===== src/rtl/sha256_round_engine_if.sv =====
// Block-in / digest-out handshake bundle for sha256_round_engine.
// The master side is the block source and digest sink. The slave side is the engine.
interface sha256_round_engine_if;
  logic         in_valid;
  logic         in_ready;
  logic [511:0] in_block;
  logic [255:0] in_state;
  logic         out_valid;
  logic         out_ready;
  logic [255:0] out_state;
  logic         busy;

  modport master (
    output in_valid, in_block, in_state, out_ready,
    input  in_ready, out_valid, out_state, busy
  );

  modport slave (
    input  in_valid, in_block, in_state, out_ready,
    output in_ready, out_valid, out_state, busy
  );
endinterface


===== src/rtl/sha256_round_engine.sv =====
// Iterative SHA-256 compression engine that runs UNROLL rounds per clock over 64 rounds.
// Define SHA256_FEEDFWD_EN to add the chaining value (Davies-Meyer) inside the engine.
module sha256_round_engine #(
  parameter int unsigned UNROLL = 1
) (
  input logic                  clk,
  input logic                  rst,
  sha256_round_engine_if.slave bus
);

  localparam int unsigned NCYC = 64 / UNROLL;

  if (!(UNROLL == 1 || UNROLL == 2 || UNROLL == 4 || UNROLL == 8)) begin : g_bad_unroll
    $error("sha256_round_engine: UNROLL=%0d is not one of 1,2,4,8 (NCYC=%0d)", UNROLL, NCYC);
  end

  typedef enum logic [1:0] {S_IDLE, S_RUN, S_DONE} state_e;
  typedef logic [31:0] word_t;
  typedef word_t [0:7]  hash_t;   // [0] = A / H0, most significant word
  typedef word_t [0:15] sched_t;  // [0] = W[rnd], most significant word

  localparam word_t K_ROM [0:63] = '{
    32'h428a2f98, 32'h71374491, 32'hb5c0fbcf, 32'he9b5dba5, 32'h3956c25b, 32'h59f111f1, 32'h923f82a4, 32'hab1c5ed5,
    32'hd807aa98, 32'h12835b01, 32'h243185be, 32'h550c7dc3, 32'h72be5d74, 32'h80deb1fe, 32'h9bdc06a7, 32'hc19bf174,
    32'he49b69c1, 32'hefbe4786, 32'h0fc19dc6, 32'h240ca1cc, 32'h2de92c6f, 32'h4a7484aa, 32'h5cb0a9dc, 32'h76f988da,
    32'h983e5152, 32'ha831c66d, 32'hb00327c8, 32'hbf597fc7, 32'hc6e00bf3, 32'hd5a79147, 32'h06ca6351, 32'h14292967,
    32'h27b70a85, 32'h2e1b2138, 32'h4d2c6dfc, 32'h53380d13, 32'h650a7354, 32'h766a0abb, 32'h81c2c92e, 32'h92722c85,
    32'ha2bfe8a1, 32'ha81a664b, 32'hc24b8b70, 32'hc76c51a3, 32'hd192e819, 32'hd6990624, 32'hf40e3585, 32'h106aa070,
    32'h19a4c116, 32'h1e376c08, 32'h2748774c, 32'h34b0bcb5, 32'h391c0cb3, 32'h4ed8aa4a, 32'h5b9cca4f, 32'h682e6ff3,
    32'h748f82ee, 32'h78a5636f, 32'h84c87814, 32'h8cc70208, 32'h90befffa, 32'ha4506ceb, 32'hbef9a3f7, 32'hc67178f2
  };

  function automatic word_t rotr(word_t x, int unsigned n);
    return (x >> n) | (x << (32 - n));
  endfunction

  function automatic word_t big_s0(word_t x);
    return rotr(x, 2) ^ rotr(x, 13) ^ rotr(x, 22);
  endfunction

  function automatic word_t big_s1(word_t x);
    return rotr(x, 6) ^ rotr(x, 11) ^ rotr(x, 25);
  endfunction

  function automatic word_t small_s0(word_t x);
    return rotr(x, 7) ^ rotr(x, 18) ^ (x >> 3);
  endfunction

  function automatic word_t small_s1(word_t x);
    return rotr(x, 17) ^ rotr(x, 19) ^ (x >> 10);
  endfunction

  function automatic hash_t sha_round(hash_t s, word_t k, word_t w);
    word_t t1;
    word_t t2;
    hash_t r;
    t1   = s[7] + big_s1(s[4]) + ((s[4] & s[5]) ^ (~s[4] & s[6])) + k + w;
    t2   = big_s0(s[0]) + ((s[0] & s[1]) ^ (s[0] & s[2]) ^ (s[1] & s[2]));
    r[0] = t1 + t2;
    r[1] = s[0];
    r[2] = s[1];
    r[3] = s[2];
    r[4] = s[3] + t1;
    r[5] = s[4];
    r[6] = s[5];
    r[7] = s[6];
    return r;
  endfunction

  // Chain UNROLL rounds; window word i is W[base+i].
  function automatic hash_t run_rounds(hash_t s, sched_t w, logic [5:0] base);
    hash_t r;
    r = s;
    for (int i = 0; i < UNROLL; i++) begin
      r = sha_round(r, K_ROM[base + 6'(i)], w[i]);
    end
    return r;
  endfunction

  // Extend the window by UNROLL words, then drop the UNROLL oldest.
  function automatic sched_t sched_advance(sched_t w);
    word_t  x [0:15+UNROLL];
    sched_t r;
    for (int j = 0; j < 16; j++) begin
      x[j] = w[j];
    end
    for (int j = 16; j < 16 + UNROLL; j++) begin
      x[j] = small_s1(x[j-2]) + x[j-7] + small_s0(x[j-15]) + x[j-16];
    end
    for (int j = 0; j < 16; j++) begin
      r[j] = x[j+UNROLL];
    end
    return r;
  endfunction

  state_e     state_q, state_d;
  logic [6:0] rnd_q, rnd_d;
  hash_t      work_q, work_d;
  sched_t     sched_q, sched_d;
  hash_t      out_q, out_d;
`ifdef SHA256_FEEDFWD_EN
  hash_t      chain_q, chain_d;
`endif

  always_comb begin
    // NOTE: every always_comb target gets a default first so no path can infer a latch.
    state_d = state_q;
    rnd_d   = rnd_q;
    work_d  = work_q;
    sched_d = sched_q;
    out_d   = out_q;
`ifdef SHA256_FEEDFWD_EN
    chain_d = chain_q;
`endif
    unique case (state_q)
      S_IDLE: begin
        if (bus.in_valid) begin
          state_d = S_RUN;
          rnd_d   = '0;
          work_d  = hash_t'(bus.in_state);
          sched_d = sched_t'(bus.in_block);
`ifdef SHA256_FEEDFWD_EN
          chain_d = hash_t'(bus.in_state);
`endif
        end
      end
      S_RUN: begin
        work_d  = run_rounds(work_q, sched_q, rnd_q[5:0]);
        sched_d = sched_advance(sched_q);
        rnd_d   = rnd_q + 7'(UNROLL);
        if (rnd_d == 7'd64) begin
          state_d = S_DONE;
`ifdef SHA256_FEEDFWD_EN
          for (int i = 0; i < 8; i++) begin
            out_d[i] = work_d[i] + chain_q[i];
          end
`else
          out_d = work_d;
`endif
        end
      end
      S_DONE: begin
        if (bus.out_ready) begin
          state_d = S_IDLE;
        end
      end
      default: state_d = S_IDLE;
    endcase
  end

  // NOTE: the schedule window and working registers are plain flops, so they are
  // cleared on reset like everything else rather than treated as an unreset memory.
  always_ff @(posedge clk) begin
    if (rst) begin
      state_q <= S_IDLE;
      rnd_q   <= '0;
      work_q  <= '0;
      sched_q <= '0;
      out_q   <= '0;
`ifdef SHA256_FEEDFWD_EN
      chain_q <= '0;
`endif
    end else begin
      // NOTE: non-blocking assignments so every register samples pre-edge values.
      state_q <= state_d;
      rnd_q   <= rnd_d;
      work_q  <= work_d;
      sched_q <= sched_d;
      out_q   <= out_d;
`ifdef SHA256_FEEDFWD_EN
      chain_q <= chain_d;
`endif
    end
  end

  // Reset masks the handshake and result outputs immediately.
  assign bus.in_ready  = (state_q == S_IDLE) && !rst;
  assign bus.out_valid = (state_q == S_DONE) && !rst;
  assign bus.busy      = (state_q != S_IDLE) && !rst;
  assign bus.out_state = rst ? '0 : out_q;

endmodule


===== src/flat_wrapper.sv =====
// flat-port wrapper written by rule: the top's interface ports become plain ports
module sha256_round_engine_flat 
#(
  parameter int unsigned UNROLL = 1
)
  (clk, rst, bus_in_valid, bus_in_block, bus_in_state, bus_out_ready, bus_in_ready, bus_out_valid, bus_out_state, bus_busy);
  sha256_round_engine_if bus_i ();
  input logic clk;
  input logic rst;
  input wire logic [$bits(bus_i.in_valid)-1:0] bus_in_valid;
  input wire logic [$bits(bus_i.in_block)-1:0] bus_in_block;
  input wire logic [$bits(bus_i.in_state)-1:0] bus_in_state;
  input wire logic [$bits(bus_i.out_ready)-1:0] bus_out_ready;
  output wire logic [$bits(bus_i.in_ready)-1:0] bus_in_ready;
  output wire logic [$bits(bus_i.out_valid)-1:0] bus_out_valid;
  output wire logic [$bits(bus_i.out_state)-1:0] bus_out_state;
  output wire logic [$bits(bus_i.busy)-1:0] bus_busy;
  assign bus_i.in_valid = bus_in_valid;
  assign bus_i.in_block = bus_in_block;
  assign bus_i.in_state = bus_in_state;
  assign bus_i.out_ready = bus_out_ready;
  assign bus_in_ready = bus_i.in_ready;
  assign bus_out_valid = bus_i.out_valid;
  assign bus_out_state = bus_i.out_state;
  assign bus_busy = bus_i.busy;
  sha256_round_engine #(.UNROLL(UNROLL)) u_core (.clk(clk), .rst(rst), .bus(bus_i));
endmodule

===== config.mk =====
export PLATFORM = sky130hd
export DESIGN_NAME = sha256_round_engine_flat
export DESIGN_NICKNAME = d
export VERILOG_FILES = /design/src/rtl/sha256_round_engine_if.sv /design/src/rtl/sha256_round_engine.sv /design/src/flat_wrapper.sv
export SDC_FILE = /design/constraint.sdc
export NUM_CORES = 2
export LEC_CHECK = 0
export BUFFER_PORTS_ARGS = -buffer_cell sky130_fd_sc_hd__clkbuf_2
export CAP_MARGIN = 0
export CORE_AREA = 3 3 395 397
export CTS_CLUSTER_DIAMETER = 30
export DETAILED_ROUTE_END_ITERATION = 10
export DIE_AREA = 0 0 398 400
export MAX_ROUTING_LAYER = met4
export SLEW_MARGIN = 20
export SYNTH_ARGS = -nofsm -noshare
export SYNTH_HDL_FRONTEND = slang
export SYNTH_SLANG_ARGS = --single-unit

===== constraint.sdc =====
create_clock -name clk -period 25.9 [get_ports clk]
set_input_delay 1.295 -clock clk [delete_from_list [all_inputs] [get_ports clk]]
set_output_delay 1.295 -clock clk [all_outputs]
set_load 0.02 [all_outputs]

==> metrics.csv <==
stage;metric;value;unit
status;status;finished with violations;
status;violations;design-rule violations;
synthesis;async_flop_share;0;%
cells_and_area;nets;9240;
cells_and_area;synthToLayoutAreaGrowth;26.77;%
sta;period_share;40.29;%
worst_setup_path;cpMostUsedCell;fa_1;
worst_setup_path;crit_type;flip-flop to flip-flop;
synthesis;synth_edf_count;0;
synthesis;synth_fa_ha_area_share;9.809;%
grt;antenna_found_initial;25;
synthesis;yosysSeqAreaShare;35.09;%
synthesis;synth_ff_type;dfxtp_1;
sta;setup_tns;0;ns
worst_setup_path;worstSetupStartpointType;flip-flop;
synthesis;yosysWarnings;0;
grt;grt_start_max_net_pins;228;
synthesis;synthMuxAreaShare;1.123;%
sta;tightest_slew;1.273;ns
flow_run;drv_cap;0;
clock_tree;clock_latency;0.93;ns
sta;maxSlewHeadroom;15.17;%
worst_setup_path;r2r_slack;15.46;ns
die;core;0.1523;sq mm
die;fp.dieW;398;um
place;hpwlAfterDp;218100;um
clock_tree;cts_resized;0;
worst_setup_path;cp.arrival;11.16;ns
sta;period_minus_slack;10.44;ns
sta;rsz0062_at_grt;false;
sta;slew_violations;0;
clock_tree;postCtsSetupBuffers;0;
worst_setup_path;cp-startpoint;u_core.rnd_q[0]$_SDFFE_PP0P_;
clock_tree;cts_tree;done;
synthesis;synth_seq_cells;1033;
synthesis;synthCells;7433;
route;drt-total-wl;289700;um
die;dieArea;0.1592;sq mm
sta;fmax;95.82;MHz
clock_tree;cts_hold_buffers;0;
worst_setup_path;critical-path-slowest-cell;ha_1;
worst_setup_path;cp.buffers_inverters;6;
worst_setup_path;crit_path_max_fanout;32;
clock_tree;cts_buffers;283;
route;via_per_inst;5.774;
die;rows;143;
synthesis;syn_avg_cell_area;7.928;sq um
grt;grt_usage;35.79;%
clock_tree;clk_path_buf_depth;4;
route;dr.pass1.iters;11;
route;antenna_left;0;
route;avgRoutedWirePerCell;27.89;um
sta;final_hold_viol_count;0;
worst_setup_path;worstReg2RegEnd;u_core.out_q[252]$_SDFFE_PP0P_;
die;io_pins;1031;
route;via_count;59990;
clock_tree;htree_levels;5;
clock_tree;cts-root-buf;clkbuf_16;
worst_setup_path;crit_family;adder cells;
grt;grt_pass1_wl;402900;um
clock_tree;cts_sinks;1033;
die;start_util;38.70;%
synthesis;synth_simple_gate_area_share;21.20;%
place;routabilityCongestion;1.019;
worst_setup_path;rr_worst_depth;34;
route;drc;14;
worst_setup_path;cp-endpoint;u_core.out_q[252]$_SDFFE_PP0P_;
worst_setup_path;worst-path-stages;34;
clock_tree;clk_pin_slew;0.05;ns
route;drt-initial-drc-count;6430;
synthesis;synth_cell_types;80;
worst_setup_path;r2r-start;u_core.rnd_q[0]$_SDFFE_PP0P_;
synthesis;synth_xor_area_share;5.440;%
worst_setup_path;cp_data_required_time;26.62;ns
place;io_buffers;1030;
grt;grt_overflow;0;
worst_setup_path;max_stage_delay;1.05;ns
worst_setup_path;endpoint_kind;flip-flop;
sta;clock_skew;0.1111;ns
synthesis;synth_top_family_by_area;compound AO/OA/AOI/OAI gates;
sta;setup_viol_count_final;0;
grt;grt_pass1_vias;57070;
worst_hold_path;min_path_type;flip-flop to flip-flop;
cells_and_area;layout-drive-gt1-share;19.81;%
synthesis;synth_nets;8538;
cells_and_area;n_fill_cell;14880;
synthesis;synth-compound-area-share;21.58;%
die;die_height;400;um
synthesis;netlist_area;0.05893;sq mm
==> cell usage in the layout (no fill, tap or decap), types with 21 or more instances in the layout <==
cell type and n:
nand2_1 1725, dfxtp_1 1030, clkbuf_2 1029, nor2_1 874, a311oi_1 704, xnor2_1 291, a21oi_1 286, clkbuf_16 284
nor2b_1 277, fa_1 187, inv_1 185, ha_1 146, o22a_1 145, o21ai_0 144, buf_4 92, xor2_1 75
a21o_1 65, a211oi_1 61, bufinv_16 46, clkbuf_8 43, nor3_1 40, o22ai_1 37, clkinv_2 36, clkbuf_1 32
o211ai_1 28, o21a_1 28, a31oi_1 28, diode_2 23, nand3_1 23, mux2_2 23, mux2i_1 23, a22oi_1 21
nand2b_1 21, maj3_1 21
==> per-stage QoR <==
step	setup WS (ns)	hold WS [ns]	utilization (%)	instance area, sq um	std cells
detailed placement	15.61	0.4419	42.59	64850	9880
global placement	15.70	0.4393	42.59	64850	9880
finish	15.46	0.4220	49.06	74700	10390
floorplan	17.47	0.4318	-	58930	7433
global route	14.84	0.4530	49.05	74680	10380
CTS	15.54	0.4267	49.02	74640	10370
==> state kept, by name (all words and copies together), names as in the netlist <==
signal	count
u_core.work_q	256
u_core.sched_q	512
u_core.out_q	256
u_core.rnd_q	7
u_core.state_q	2
==> routing by layer <==
layer,global-route usage (%),share of wire (%),up-vias
met1,43.73,40,29310
met2,56.94,47,2853
met3,6.550,7.7,605
met4,17.46,5.4,0
li1,-,-,27210
met5,-,0,-
==> cell type report <==
| cell class | instances | area [sq um] | share of cell area, % |
|---|---|---|---|
| clock buffers | 359 | 7819 | 10.47 |
| clock inverters | 127 | 1969 | 2.636 |
| repair buffers | 1130 | 5998 | 8.029 |
| inverters | 189 | 709.4 | 0.9497 |
| flip-flops and latches | 1033 | 20680 | 27.69 |
| well taps | 2030 | 2540 | 3.400 |
| diodes | 23 | 57.56 | 0.07704 |
| multi-input cells | 5498 | 34930 | 46.75 |
==> worst register-to-register path: cells and delay by family (launching register included) <==
kind                       cells  cell delay, ns
adders and majority gates      8            3.89
AOI/OAI and AO/OA             14            3.55
buffers and inverters          6            1.22
and+or+nand+nor                4            0.80
xor gates and xnor gates       2            0.52
DFF                            1            0.30
==> cell usage after synthesis (all sizes together), types with 37 or more instances <==
cell | n | area (sq um)
nand2 | 1728 | 6486
dfxtp | 1033 | 20680
nor2 | 878 | 3296
a311oi | 704 | 6166
clkbuf | 671 | 2519
xnor2 | 291 | 2549
a21oi | 286 | 1431
nor2b | 279 | 1745
fa | 187 | 3744
inv | 186 | 698.2
ha | 146 | 1827
o21ai | 145 | 729.5
o22a | 145 | 1270
xor2 | 75 | 656.9
a21o | 65 | 488.0
a211oi | 61 | 457.9
buf | 42 | 166.4
nor3 | 40 | 200.2
o22ai | 37 | 231.5
==> cell families (layout without fill, tap and decap cells) <==
| logic type | Yosys count | after routing |
|---|---|---|
| and+or+nand+nor | 3045 | 3045 |
| xor gates and xnor gates | 366 | 366 |
| buffers and inverters | 902 | 1805 |
| muxes | 54 | 54 |
| AOI/OAI and AO/OA | 1679 | 1679 |
| adders and majority gates | 354 | 354 |
| DFF | 1033 | 1033 |
| other | 0 | 23 |
==> worst min path at each step <==
stage | start | endpoint | slack (ns) | cells after the start
5_1_grt | u_core.sched_q[5]$_SDFFE_PP0P_ | u_core.sched_q[37]$_SDFFE_PP0P_ | 0.45 | 2
4_1_cts | u_core.sched_q[349]$_SDFFE_PP0P_ | u_core.sched_q[381]$_SDFFE_PP0P_ | 0.43 | 2
2_1_floorplan | u_core.out_q[102]$_SDFFE_PP0P_ | u_core.out_q[102]$_SDFFE_PP0P_ | 0.43 | 2
3_3_place_gp | u_core.out_q[248]$_SDFFE_PP0P_ | u_core.out_q[248]$_SDFFE_PP0P_ | 0.44 | 2
6_report | u_core.sched_q[349]$_SDFFE_PP0P_ | u_core.sched_q[381]$_SDFFE_PP0P_ | 0.42 | 2
3_5_place_dp | u_core.out_q[167]$_SDFFE_PP0P_ | u_core.out_q[167]$_SDFFE_PP0P_ | 0.44 | 2
Power is left out: the tool's default activity adds up to more than one toggle a clock period on the data nets, which glitch-free logic cannot reach.
